### src/rtl/dmem_arbiter_if.sv
// Bundle of requester-side and dmem-side signals around the data-memory arbiter.
// slave is the arbiter's view; master is the view of the requesters and dmem together.
interface dmem_arbiter_if #(
  parameter int XLEN = 32
);
  logic            req0_valid;
  logic            req0_wr;
  logic [XLEN-1:0] req0_addr;
  logic [XLEN-1:0] req0_wdata;
  logic            req0_ready;
  logic            req0_rvalid;
  logic [XLEN-1:0] req0_rdata;

  logic            req1_valid;
  logic            req1_wr;
  logic [XLEN-1:0] req1_addr;
  logic [XLEN-1:0] req1_wdata;
  logic            req1_ready;
  logic            req1_rvalid;
  logic [XLEN-1:0] req1_rdata;

  logic            mem_en;
  logic            mem_wr;
  logic [XLEN-1:0] mem_addr;
  logic [XLEN-1:0] mem_wdata;
  logic [XLEN-1:0] mem_rdata;
  logic            busy;

  modport slave (
    input  req0_valid, req0_wr, req0_addr, req0_wdata,
    output req0_ready, req0_rvalid, req0_rdata,
    input  req1_valid, req1_wr, req1_addr, req1_wdata,
    output req1_ready, req1_rvalid, req1_rdata,
    output mem_en, mem_wr, mem_addr, mem_wdata,
    input  mem_rdata,
    output busy
  );

  modport master (
    output req0_valid, req0_wr, req0_addr, req0_wdata,
    input  req0_ready, req0_rvalid, req0_rdata,
    output req1_valid, req1_wr, req1_addr, req1_wdata,
    input  req1_ready, req1_rvalid, req1_rdata,
    input  mem_en, mem_wr, mem_addr, mem_wdata,
    output mem_rdata,
    input  busy
  );
endinterface

### src/rtl/dmem_arbiter.sv
// Round-robin arbiter sharing one data-memory port between the MEM stage (port 0)
// and the loader/debug port (port 1); read responses are steered back after MEM_LAT cycles.
module dmem_arbiter #(
  parameter int XLEN    = 32,
  parameter int MEM_LAT = 1
) (
  input logic           clk,
  input logic           rst_n,
  dmem_arbiter_if.slave bus
);

  logic               last_grant;
  logic               grant0;
  logic               grant1;
  logic               rd_accept;
  logic [MEM_LAT-1:0] trk_vld;
  logic [MEM_LAT-1:0] trk_own;

  // last_grant == 1 means port 1 won most recently, so port 0 wins the next tie.
  always_comb begin
    grant0 = 1'b0;
    grant1 = 1'b0;
    if (rst_n) begin
      if (bus.req0_valid && bus.req1_valid) begin
        grant0 = last_grant;
        grant1 = !last_grant;
      end else begin
        grant0 = bus.req0_valid;
        grant1 = bus.req1_valid;
      end
    end
  end

  assign bus.req0_ready = grant0;
  assign bus.req1_ready = grant1;
  assign bus.mem_en     = grant0 | grant1;
  assign bus.mem_wr     = (grant0 & bus.req0_wr) | (grant1 & bus.req1_wr);
  assign bus.mem_addr   = grant1 ? bus.req1_addr  : bus.req0_addr;
  assign bus.mem_wdata  = grant1 ? bus.req1_wdata : bus.req0_wdata;

  assign rd_accept = (grant0 & ~bus.req0_wr) | (grant1 & ~bus.req1_wr);

  // Tracking pipe: bit 0 is loaded on the accept edge, bit MEM_LAT-1 is the response cycle.
  always_ff @(posedge clk or negedge rst_n) begin
    if (!rst_n) begin
      last_grant <= 1'b1;
      trk_vld    <= '0;
      trk_own    <= '0;
    end else begin
      trk_vld <= (MEM_LAT)'({trk_vld, rd_accept});
      trk_own <= (MEM_LAT)'({trk_own, grant1});
      if (grant0 || grant1) begin
        last_grant <= grant1;
      end
    end
  end

  assign bus.req0_rvalid = trk_vld[MEM_LAT-1] & ~trk_own[MEM_LAT-1];
  assign bus.req1_rvalid = trk_vld[MEM_LAT-1] &  trk_own[MEM_LAT-1];
  assign bus.req0_rdata  = bus.mem_rdata;
  assign bus.req1_rdata  = bus.mem_rdata;
  assign bus.busy        = |trk_vld;

endmodule

### src/flat_wrapper.sv
// flat-port wrapper written by rule: the top's interface ports become plain ports
module dmem_arbiter_flat 
#(
  parameter int XLEN    = 32,
  parameter int MEM_LAT = 1
)
  (clk, rst_n, bus_req0_valid, bus_req0_wr, bus_req0_addr, bus_req0_wdata, bus_req0_ready, bus_req0_rvalid, bus_req0_rdata, bus_req1_valid, bus_req1_wr, bus_req1_addr, bus_req1_wdata, bus_req1_ready, bus_req1_rvalid, bus_req1_rdata, bus_mem_en, bus_mem_wr, bus_mem_addr, bus_mem_wdata, bus_mem_rdata, bus_busy);
  dmem_arbiter_if #(.XLEN(XLEN)) bus_i ();
  input logic clk;
  input logic rst_n;
  input wire logic [$bits(bus_i.req0_valid)-1:0] bus_req0_valid;
  input wire logic [$bits(bus_i.req0_wr)-1:0] bus_req0_wr;
  input wire logic [$bits(bus_i.req0_addr)-1:0] bus_req0_addr;
  input wire logic [$bits(bus_i.req0_wdata)-1:0] bus_req0_wdata;
  output wire logic [$bits(bus_i.req0_ready)-1:0] bus_req0_ready;
  output wire logic [$bits(bus_i.req0_rvalid)-1:0] bus_req0_rvalid;
  output wire logic [$bits(bus_i.req0_rdata)-1:0] bus_req0_rdata;
  input wire logic [$bits(bus_i.req1_valid)-1:0] bus_req1_valid;
  input wire logic [$bits(bus_i.req1_wr)-1:0] bus_req1_wr;
  input wire logic [$bits(bus_i.req1_addr)-1:0] bus_req1_addr;
  input wire logic [$bits(bus_i.req1_wdata)-1:0] bus_req1_wdata;
  output wire logic [$bits(bus_i.req1_ready)-1:0] bus_req1_ready;
  output wire logic [$bits(bus_i.req1_rvalid)-1:0] bus_req1_rvalid;
  output wire logic [$bits(bus_i.req1_rdata)-1:0] bus_req1_rdata;
  output wire logic [$bits(bus_i.mem_en)-1:0] bus_mem_en;
  output wire logic [$bits(bus_i.mem_wr)-1:0] bus_mem_wr;
  output wire logic [$bits(bus_i.mem_addr)-1:0] bus_mem_addr;
  output wire logic [$bits(bus_i.mem_wdata)-1:0] bus_mem_wdata;
  input wire logic [$bits(bus_i.mem_rdata)-1:0] bus_mem_rdata;
  output wire logic [$bits(bus_i.busy)-1:0] bus_busy;
  assign bus_i.req0_valid = bus_req0_valid;
  assign bus_i.req0_wr = bus_req0_wr;
  assign bus_i.req0_addr = bus_req0_addr;
  assign bus_i.req0_wdata = bus_req0_wdata;
  assign bus_req0_ready = bus_i.req0_ready;
  assign bus_req0_rvalid = bus_i.req0_rvalid;
  assign bus_req0_rdata = bus_i.req0_rdata;
  assign bus_i.req1_valid = bus_req1_valid;
  assign bus_i.req1_wr = bus_req1_wr;
  assign bus_i.req1_addr = bus_req1_addr;
  assign bus_i.req1_wdata = bus_req1_wdata;
  assign bus_req1_ready = bus_i.req1_ready;
  assign bus_req1_rvalid = bus_i.req1_rvalid;
  assign bus_req1_rdata = bus_i.req1_rdata;
  assign bus_mem_en = bus_i.mem_en;
  assign bus_mem_wr = bus_i.mem_wr;
  assign bus_mem_addr = bus_i.mem_addr;
  assign bus_mem_wdata = bus_i.mem_wdata;
  assign bus_i.mem_rdata = bus_mem_rdata;
  assign bus_busy = bus_i.busy;
  dmem_arbiter #(.XLEN(XLEN), .MEM_LAT(MEM_LAT)) u_core (.clk(clk), .rst_n(rst_n), .bus(bus_i));
endmodule
### config.mk
export PLATFORM = sky130hd
export DESIGN_NAME = dmem_arbiter_flat
export DESIGN_NICKNAME = d
export VERILOG_FILES = /design/src/rtl/dmem_arbiter_if.sv /design/src/rtl/dmem_arbiter.sv /design/src/flat_wrapper.sv
export SDC_FILE = /design/constraint.sdc
export NUM_CORES = 1
export LEC_CHECK = 0
export BUFFER_PORTS_ARGS = -buffer_cell sky130_fd_sc_hd__buf_2
export CAP_MARGIN = 15
export CORE_AREA = 8 8 111 113
export CTS_CLUSTER_DIAMETER = 120
export DETAILED_ROUTE_END_ITERATION = 10
export DIE_AREA = 0 0 119 121
export PLACE_DENSITY_LB_ADDON = 0.15
export SYNTH_ARGS = -nofsm -noshare
export SYNTH_HDL_FRONTEND = slang
export SYNTH_SLANG_ARGS = --single-unit
### constraint.sdc
create_clock -name clk -period 1.81 [get_ports clk]
set_input_delay 0.0905 -clock clk [delete_from_list [all_inputs] [get_ports clk]]
set_output_delay 0.0905 -clock clk [all_outputs]
set_load 0.02 [all_outputs]
==> flow_metrics.py, run 1 <==
metrics = {
    "floorplanning": {
        "initial_core_util_pct": 15.39,
        "fp.dieArea_um2": 14400,
        "ios": 301,
        "design.core.area_um2": 10600,
        "die_h_um": 121,
        "rows": 38,
        "fp.dieW_um": 119,
    },
    "pwr": {
        "ir_worst_vdd_mv": 0.1324,
        "p_leak_nw": 1.709,
        "powerDensity_nw_per_um2": 421.9,
        "power_mw": 1.208,
    },
    "synth": {
        "syn_area_per_cell_um2": 10.39,
        "syn_nets": 323,
        "synth_sequential_area_ratio_pct": 4.678,
        "ys_types": 19,
        "syn-instance-count": 157,
        "synth_area_um2": 1632,
        "ys_ff_latch": 3,
        "yosys_warnings": 0,
    },
    "sta": {
        "hold_viol": 0,
        "skew_ns": 0.003681,
        "setup_ws_ns": 0.01435,
        "setup_viol": 0,
        "max_freq_ghz": 0.5569,
        "fin_crit_ns": 1.796,
        "grt_setup_unrepaired": "true",
        "post-route-period-util_pct": 99.21,
        "slew_headroom_pct": 75.60,
        "tightest_slew_ns": 0.3622,
        "timing.final.max_slew_violations": 0,
        "fin_hold_ws_ns": 0.09249,
    },
    "min_path": {
        "hold_path_class": "in2reg",
        "min_to": "u_core.last_grant",
        "hold_path_depth": 2,
        "worstHoldStart": "bus_req0_valid",
    },
    "cts": {
        "cts_tree": "done",
        "clock_sinks": 3,
        "clk_pin_slew_ns": 0.03,
        "clock_latency_ns": 0.22,
        "root_buffer": "clkbuf_8",
        "cts_max_path_buffers": 2,
        "h-tree-depth": 1,
        "cts_buffers": 3,
    },
    "global_routing": {
        "first_global_vias": 1767,
        "grt_usage_pct": 8.315,
        "grt_max_degree": 11,
        "grt_overflow": 0,
        "grt_pass1_wl_mm": 9.839,
        "antenna_found_initial": 0,
    },
    "finish": {
        "layoutNonFillerInstCount": 450,
        "diodes": 0,
        "drive_gt1_share_pct": 93.23,
        "synthToLayoutAreaGrowth_pct": 75.46,
        "nets": 477,
        "fill_cells": 1133,
    },
    "worst_setup_path": {
        "crit_path_top_delay_cell": "dfstp_2",
        "worstReg2RegStart": "u_core.last_grant",
        "crit_chain": "nand2_2, nand3_4, buf_12, clkbuf_16, mux2_2, buf_6",
        "crit_type": "reg2out",
        "rr_endpoint": "u_core.trk_own",
        "crit_path_max_incr_delay_ns": 0.53,
        "timing.critical_path.required_ns": 1.72,
        "cp_max_fo": 8,
        "cp-start-kind": "flip-flop",
        "cp.arrival_ns": 1.71,
        "rr_worst_depth": 5,
        "critical_path.endpoint_type": "output pin",
        "rrSetupSlack_ns": 0.65,
    },
    "placed_design": {
        "gp_congestion": 0.7208,
        "dp.final_hpwl_mm": 5.799,
        "placed_cells_incl_taps": 435,
        "dp_slack_ns": 0.1203,
        "io_buffers": 204,
    },
    "status": {
        "status": "completed",
    },
    "detailed_routing": {
        "drtPass1Iterations": 4,
        "vias": 1674,
        "routed_wl_mm": 7.027,
        "wl_per_cell_um": 15.62,
        "drt_iter0_drc": 44,
        "drc": 0,
        "ant_nets": 0,
        "via_per_inst": 3.720,
    },
    "run": {
        "maxCapViolations": 0,
    },
}
-- cell families after synthesis --
kind of cell	synth area share, %
AOI/OAI and AO/OA	1.917
buffers and inverters	34.59
DFF	4.678
muxes	55.44
and+or+nand+nor	3.375
-- registers in the layout, summed over array words and instances (netlist names) --
| name | flops |
|---|---|
| u_core.bus.busy | 1 |
| u_core.trk_own | 1 |
| u_core.last_grant | 1 |
-- placed cells by master, fill, tap and decap left out --
cell,netlist,layout
buf_12,0,4
clkbuf_8,0,3
mux2_4,49,59
nand2_1,4,3
a21oi_1,1,1
buf_16,0,2
dfstp_2,1,1
mux2_2,15,5
buf_6,6,32
o32ai_1,1,1
dfrtp_1,2,2
bufbuf_16,0,1
clkbuf_1,0,1
o21ai_0,1,1
o22ai_1,1,1
clkbuf_16,0,2
a31oi_1,1,1
nand2_2,0,1
and2_1,1,1
dlygate4sd3_1,0,1
nor2b_1,1,1
nand3_4,0,1
nand2b_1,1,1
buf_4,64,7
nor2_1,3,3
buf_2,1,169
buf_8,0,2
inv_1,3,3
-- worst max-delay path by stage --
stage,from,end
2_1_floorplan,u_core.last_grant,bus_mem_addr[0]
3_3_place_gp,u_core.last_grant,bus_mem_wdata[10]
3_5_place_dp,u_core.last_grant,bus_mem_wdata[2]
4_1_cts,u_core.last_grant,bus_mem_addr[29]
5_1_grt,u_core.last_grant,bus_mem_wdata[8]
6_report,u_core.last_grant,bus_mem_wdata[8]
-- cell usage after synthesis, drive strengths merged --
| master | instances | area [µm²] |
|---|---|---|
| buf | 71 | 553.0 |
| mux2 | 64 | 904.6 |
| nand2 | 4 | 15.01 |
| inv | 3 | 11.26 |
| nor2 | 3 | 11.26 |
| dfrtp | 2 | 50.05 |
| a21oi | 1 | 5.000 |
| a31oi | 1 | 6.260 |
| and2 | 1 | 6.260 |
| dfstp | 1 | 26.28 |
| nand2b | 1 | 6.260 |
| nand3 | 1 | 10.01 |
| nor2b | 1 | 6.260 |
| o21ai | 1 | 5.000 |
| o22ai | 1 | 6.260 |
| o32ai | 1 | 8.760 |
-- routing by layer --
layer  global-route usage (%)  up-vias  wire length (µm)
met5                        0        -                 0
met4                    1.739        0                59
met3                    4.328       14               898
met2                    15.31      150              3558
met1                    8.138      727              2510
li1                         -      783                 -
-- repair_timing --
item / 4_1_cts / 5_1_grt
buffers inserted: 5 / 0
pin swaps: 1 / 1
hold endpoints to repair: 3 / 0
gates resized for setup: 17 / 71
hold buffers: 1 / 0
endpoints found under the setup margin: 60 / 56
cloned: 3 / 2
-- worst max-delay path: cells and delay by family, from the launching register on --
kind                   cells  cell delay, ns
multiplexers               1            0.33
AND/OR/NAND/NOR            2            0.18
buffers and inverters      3            0.44
flip-flops                 1            0.53
-- area by class of cell --
class	count	area, µm²	area share [%]
clock buffers	4	45.04	1.573
inverters	3	11.26	0.3934
multi-input cells	80	1039	36.28
flip-flops and latches	3	76.32	2.666
well taps	140	175.2	6.119
repair buffers	220	1516	52.97
-- power breakdown --
group | internal, mW | total, mW | switching (mW)
Combinational | 0.531 | 0.929 | 0.398
Clock | 0.150 | 0.195 | 0.0447
Sequential | 0.0784 | 0.0834 | 0.00492
Total | 0.760 | 1.21 | 0.448
-- metrics by stage --
stage          utilization (%)  instance area [µm²]  setup TNS (ns)
2_1_floorplan                -                 1632               0
3_3_place_gp             22.23                 2357               0
3_5_place_dp             22.23                 2357               0
4_1_cts                  24.47                 2595        -0.03639
5_1_grt                  27.00                 2863         -0.6636
6_report                 27.00                 2863               0
No activity file was read; power rests on OpenSTA's default activity.
==> run 2, diff against run 1 <==
--- a/config.mk
+++ b/config.mk
@@ -5,6 +5,7 @@
 export SDC_FILE = /design/constraint.sdc
 export NUM_CORES = 1
 export LEC_CHECK = 0
+export ABC_CLOCK_PERIOD_IN_PS = 1500
 export BUFFER_PORTS_ARGS = -buffer_cell sky130_fd_sc_hd__buf_2
 export CAP_MARGIN = 15
 export CORE_AREA = 8 8 111 113
==> constraint.sdc (replaced) <==
create_clock -name clk -period 1.5 [get_ports clk]
set_input_delay 0.075 -clock clk [delete_from_list [all_inputs] [get_ports clk]]
set_output_delay 0.075 -clock clk [all_outputs]
set_load 0.02 [all_outputs]
==> run 2 against run 1 <==
The run now ends with setup timing left. Global-route usage grew 0.33 points. Critical path depth unchanged. Flip-flop and latch count did not move. Combinational power increased by 31%. Core utilization increased by 2.0 points. Die area is the same. Sequential share of layout area is 0.18 points lower. Final cell count is 1.1% higher. Clock skew hardly changed. First-iteration DRC count fell by 43%. Routed wire length increased by 1.9%. Worst setup slack worse by 0.27 ns.
==> flow_metrics.py, run 2 (same netlist as run 1, synthesis figures left out) <==
metrics = {
    "status": {
        "status": "complete, but fails checks",
        "violations": "setup timing",
    },
    "floorplanning": {
        "design.core.area_um2": 10600,
        "rows": 38,
        "fp.dieArea_um2": 14400,
        "initial_core_util_pct": 15.39,
        "fp.dieW_um": 119,
        "die_h_um": 121,
        "ios": 301,
    },
    "detailed_routing": {
        "drtPass1Iterations": 4,
        "ant_nets": 0,
        "vias": 1703,
        "wl_per_cell_um": 15.73,
        "via_per_inst": 3.743,
        "drt_iter0_drc": 25,
        "routed_wl_mm": 7.157,
        "drc": 0,
    },
    "worst_setup_path": {
        "cp-start-kind": "flip-flop",
        "critical_path_depth": 6,
        "worstReg2RegStart": "u_core.last_grant",
        "crit_type": "reg2out",
        "crit_path_max_incr_delay_ns": 0.53,
        "crit_chain": "nand2_2, nand3_4, buf_8, clkbuf_16, mux2_4, buf_6",
        "cp.arrival_ns": 1.68,
        "crit_path_top_delay_cell": "dfstp_2",
        "timing.critical_path.required_ns": 1.42,
        "crit_buf_inv": 3,
        "endpoint": "bus_mem_addr[22]",
        "rr_worst_depth": 5,
        "rr_endpoint": "u_core.trk_own",
        "startpoint": "u_core.last_grant",
        "crit_family": "flip-flops",
        "critical_path.endpoint_type": "output pin",
        "rrSetupSlack_ns": 0.36,
        "cp_max_fo": 4,
    },
    "sta": {
        "post-route-period-util_pct": 117.1,
        "timing.final.max_slew_violations": 0,
        "skew_ns": 0.003269,
        "grt_setup_unrepaired": "true",
        "fin_hold_ws_ns": 0.07143,
        "setup_viol": 64,
        "slew_headroom_pct": 78.78,
        "setup_ws_ns": -0.2561,
        "tightest_slew_ns": 0.3150,
        "fin_crit_ns": 1.756,
        "max_freq_ghz": 0.5694,
        "hold_viol": 0,
    },
    "cts": {
        "root_buffer": "clkbuf_8",
        "cts_buffers": 3,
        "h-tree-depth": 1,
        "clk_pin_slew_ns": 0.03,
        "cts_max_path_buffers": 2,
        "clock_sinks": 3,
        "cts_tree": "done",
        "clock_latency_ns": 0.22,
    },
    "finish": {
        "synthToLayoutAreaGrowth_pct": 88.34,
        "final_common_cell": "buf_2",
        "nets": 482,
        "drive_gt1_share_pct": 93.02,
        "diodes": 0,
        "postLayoutCoreUtil_pct": 28.98,
        "layout_common_cells": "buf_2, buf_6, mux2_4, mux2_2",
    },
    "min_path": {
        "hold_path_depth": 2,
        "hold_path_class": "in2reg",
    },
    "global_routing": {
        "antenna_found_initial": 0,
        "first_global_vias": 1818,
        "grt_pass1_wl_mm": 10.17,
        "grt_overflow": 0,
        "grt_usage_pct": 8.647,
        "grt_max_degree": 11,
    },
    "run": {
        "maxCapViolations": 0,
    },
    "placed_design": {
        "gp_congestion": 0.7311,
        "dp.final_hpwl_mm": 5.851,
        "io_buffers": 204,
    },
    "pwr": {
        "p_leak_nw": 1.769,
        "ir_worst_vdd_mv": 0.2192,
        "powerDensity_nw_per_um2": 505.7,
    },
}
run 2: per-stage QoR:
step	instances	area [µm²]	TNS (ns)	worst slack, ns	total power, mW
3_5_place_dp	438	2380	-6.039	-0.1311	1.031
6_report	455	3073	-13.86	-0.2561	1.554
2_1_floorplan	157	1632	0	0.09843	0.9086
3_3_place_gp	438	2380	-5.445	-0.1162	1.029
4_1_cts	454	3002	-15.19	-0.2761	1.547
5_1_grt	455	3073	-17.35	-0.3098	1.641
run 2: final cells by class:
class	count	area (µm²)
Sequential cell	3	76.32
Multi-Input combinational cell	80	1023
Clock buffer	4	45.04
Tap cell	140	175.2
Fill cell	1116	7530
Inverter	3	11.26
Timing Repair Buffer	225	1742
run 2: worst min-delay path by stage:
| stage | start | end |
|---|---|---|
| floorplan | rst_n | u_core.bus.busy |
| global placement | rst_n | u_core.bus.busy |
| detailed placement | rst_n | u_core.trk_own |
| CTS | bus_req1_wr | u_core.bus.busy |
| global route | bus_req1_wr | u_core.bus.busy |
| finish | bus_req1_wr | u_core.bus.busy |
run 2: timing repair:
item	4_1_cts	5_1_grt
hold buffers	2	0
endpoints found under the hold margin	2	0
buffers inserted	6	0
gates resized for setup	122	13
endpoints found under the setup margin	64	66
cloned	4	2
pin swaps	1	1
run 2: power by group:
part	switching, mW	internal, mW
combinational	0.500	0.717
clock	0.0557	0.182
sequential	0.00551	0.0946
run 2: layer usage:
layer	GRT usage, %	up-vias	share of wire, %
li1	-	790	-
met1	7.944	749	34
met2	16.51	150	52
met3	4.793	14	13
met4	1.502	0	0.82
met5	0	-	0
==> run 3, diff against run 2 <==
--- a/config.mk
+++ b/config.mk
@@ -8,11 +8,12 @@
 export ABC_CLOCK_PERIOD_IN_PS = 1500
 export BUFFER_PORTS_ARGS = -buffer_cell sky130_fd_sc_hd__buf_2
 export CAP_MARGIN = 15
-export CORE_AREA = 8 8 111 113
+export CORE_AREA = 2 2 118 120
 export CTS_CLUSTER_DIAMETER = 120
 export DETAILED_ROUTE_END_ITERATION = 10
-export DIE_AREA = 0 0 119 121
+export DIE_AREA = 0 0 120 122
 export PLACE_DENSITY_LB_ADDON = 0.15
+export SKIP_CTS_REPAIR_TIMING = 1
 export SYNTH_ARGS = -nofsm -noshare
 export SYNTH_HDL_FRONTEND = slang
 export SYNTH_SLANG_ARGS = --single-unit
==> run 3 against run 2 <==
Power up 13%. Flip-flop and latch count unchanged. Largest power group unchanged. Critical path depth down 1. Via count is 0.59% lower. Core utilization is 5.5 points lower. First-iteration DRC count decreased by 56%. The run still ends with setup timing left. Count of clock-buffer cells in the layout did not move.
==> flow_metrics.py, run 3 (same netlist as run 1, synthesis figures left out) <==
metrics = {
    "status": {
        "status": "complete, but fails checks",
        "violations": "setup timing",
    },
    "finish": {
        "diodes": 0,
        "nets": 481,
        "drive_gt1_share_pct": 93.31,
        "synthToLayoutAreaGrowth_pct": 94.40,
        "seqCellArea_um2": 76.32,
        "fill_cells": 1477,
        "layout_common_cells": "buf_2, buf_6, mux2_4, clkbuf_16, buf_4",
        "final_common_cell": "buf_2",
        "multiInputGateArea_um2": 1094,
    },
    "global_routing": {
        "grt_max_degree": 19,
        "grt_overflow": 0,
        "grt_pass1_wl_mm": 7.100,
        "antenna_found_initial": 0,
        "first_global_vias": 1468,
        "grt_usage_pct": 6.022,
    },
    "pwr": {
        "p_leak_nw": 1.807,
        "p_sw_mw": 0.5885,
        "seqPwrFrac_pct": 5.8,
        "powerDensity_nw_per_um2": 552.1,
        "clock_power_share_pct": 24.1,
        "power_mw": 1.751,
        "sw_frac_of_total_pct": 33.60,
        "combPwrFrac_pct": 70.0,
        "p_int_mw": 1.163,
        "ir_worst_vdd_mv": 0.2319,
    },
    "sta": {
        "post-route-period-util_pct": 117.0,
        "setup_viol": 64,
        "timing.final.max_slew_violations": 0,
        "grt_setup_unrepaired": "true",
        "slew_headroom_pct": 79.04,
        "hold_viol": 0,
        "skew_ns": 0.001980,
        "finalSetupTns_ns": -12.75,
        "tightest_slew_ns": 0.3110,
        "fin_crit_ns": 1.754,
        "max_freq_ghz": 0.5700,
        "setup_ws_ns": -0.2543,
        "fin_hold_ws_ns": 0.08148,
    },
    "cts": {
        "cts_max_path_buffers": 2,
        "cts_tree": "done",
        "h-tree-depth": 1,
        "root_buffer": "clkbuf_16",
        "clk_pin_slew_ns": 0.03,
        "cts_buffers": 3,
        "clock_sinks": 3,
        "clock_latency_ns": 0.22,
    },
    "detailed_routing": {
        "vias": 1693,
        "drt_iter0_drc": 11,
        "via_per_inst": 3.427,
        "routed_wl_mm": 6.306,
        "ant_nets": 0,
        "wl_per_cell_um": 12.77,
        "drc": 0,
        "drtPass1Iterations": 4,
    },
    "placed_design": {
        "gp_congestion": 0.6480,
        "io_buffers": 204,
        "dp.final_hpwl_mm": 4.711,
    },
    "floorplanning": {
        "initial_core_util_pct": 12.08,
        "die_h_um": 122,
        "fp.dieArea_um2": 14640,
        "design.core.area_um2": 13500,
        "fp.dieW_um": 120,
        "rows": 43,
        "ios": 301,
    },
    "worst_setup_path": {
        "crit_buf_inv": 2,
        "cp.arrival_ns": 1.68,
        "critical_path.endpoint_type": "output pin",
        "crit_type": "reg2out",
        "cp-start-kind": "flip-flop",
        "crit_family": "flip-flops",
        "crit_path_top_delay_cell": "dfstp_2",
        "cp_max_fo": 5,
        "crit_path_max_incr_delay_ns": 0.54,
        "timing.critical_path.required_ns": 1.42,
        "crit_chain": "nand2_4, nand3_4, clkbuf_16, mux2_4, buf_6",
    },
    "run": {
        "maxCapViolations": 0,
    },
    "min_path": {
        "hold_path_class": "in2reg",
    },
}
==> run 3: per-stage QoR <==
stage | utilization [%] | cell area, µm² | cells | worst slack, ns
6_report | 23.49 | 3172 | 494 | -0.2543
5_1_grt | 23.49 | 3172 | 494 | -0.3208
4_1_cts | 18.58 | 2509 | 482 | -0.3589
3_5_place_dp | 17.99 | 2430 | 478 | -0.1157
3_3_place_gp | 17.99 | 2430 | 478 | -0.1022
2_1_floorplan | - | 1632 | 157 | 0.09843
==> run 3: area by class of cell <==
type,instances,area share (%)
clock buffers,4,2.485
inverters,3,0.3550
multi-input cells,82,34.48
flip-flops and latches,3,2.406
well taps,180,7.101
repair buffers,222,53.18
==> run 3: metal layers <==
metal	track usage (%)	up-vias	wire, µm
li1	-	792	-
met3	2.388	5	866
met1	6.457	749	2130
met5	0	-	0
met2	11.04	147	3293
met4	1.471	0	16
==> run 3: worst paths after layout <==
kind / from / endpoint / slack (ns) / cells after the start
worst max-delay path: u_core.last_grant / bus_mem_addr[23] / -0.25 / 5
worst min-delay path: bus_req0_valid / u_core.last_grant / 0.08 / 2
worst max register to register: u_core.last_grant / u_core.bus.busy / 0.40 / 3
worst min register to register: u_core.last_grant / u_core.last_grant / 0.67 / 3
max in group asynchronous: rst_n / u_core.trk_own / 0.88 / 3
min in group asynchronous: rst_n / u_core.last_grant / 0.09 / 2
==> run 3: power by group through the flow <==
stage | Combinational [mW] | Sequential, mW | Clock [mW]
global route | 1.30 | 0.103 | 0.443
finish | 1.23 | 0.102 | 0.423
global placement | 0.923 | 0.0995 | 0
CTS | 0.925 | 0.0993 | 0.431
floorplan | 0.805 | 0.104 | 0
detailed placement | 0.923 | 0.0998 | 0
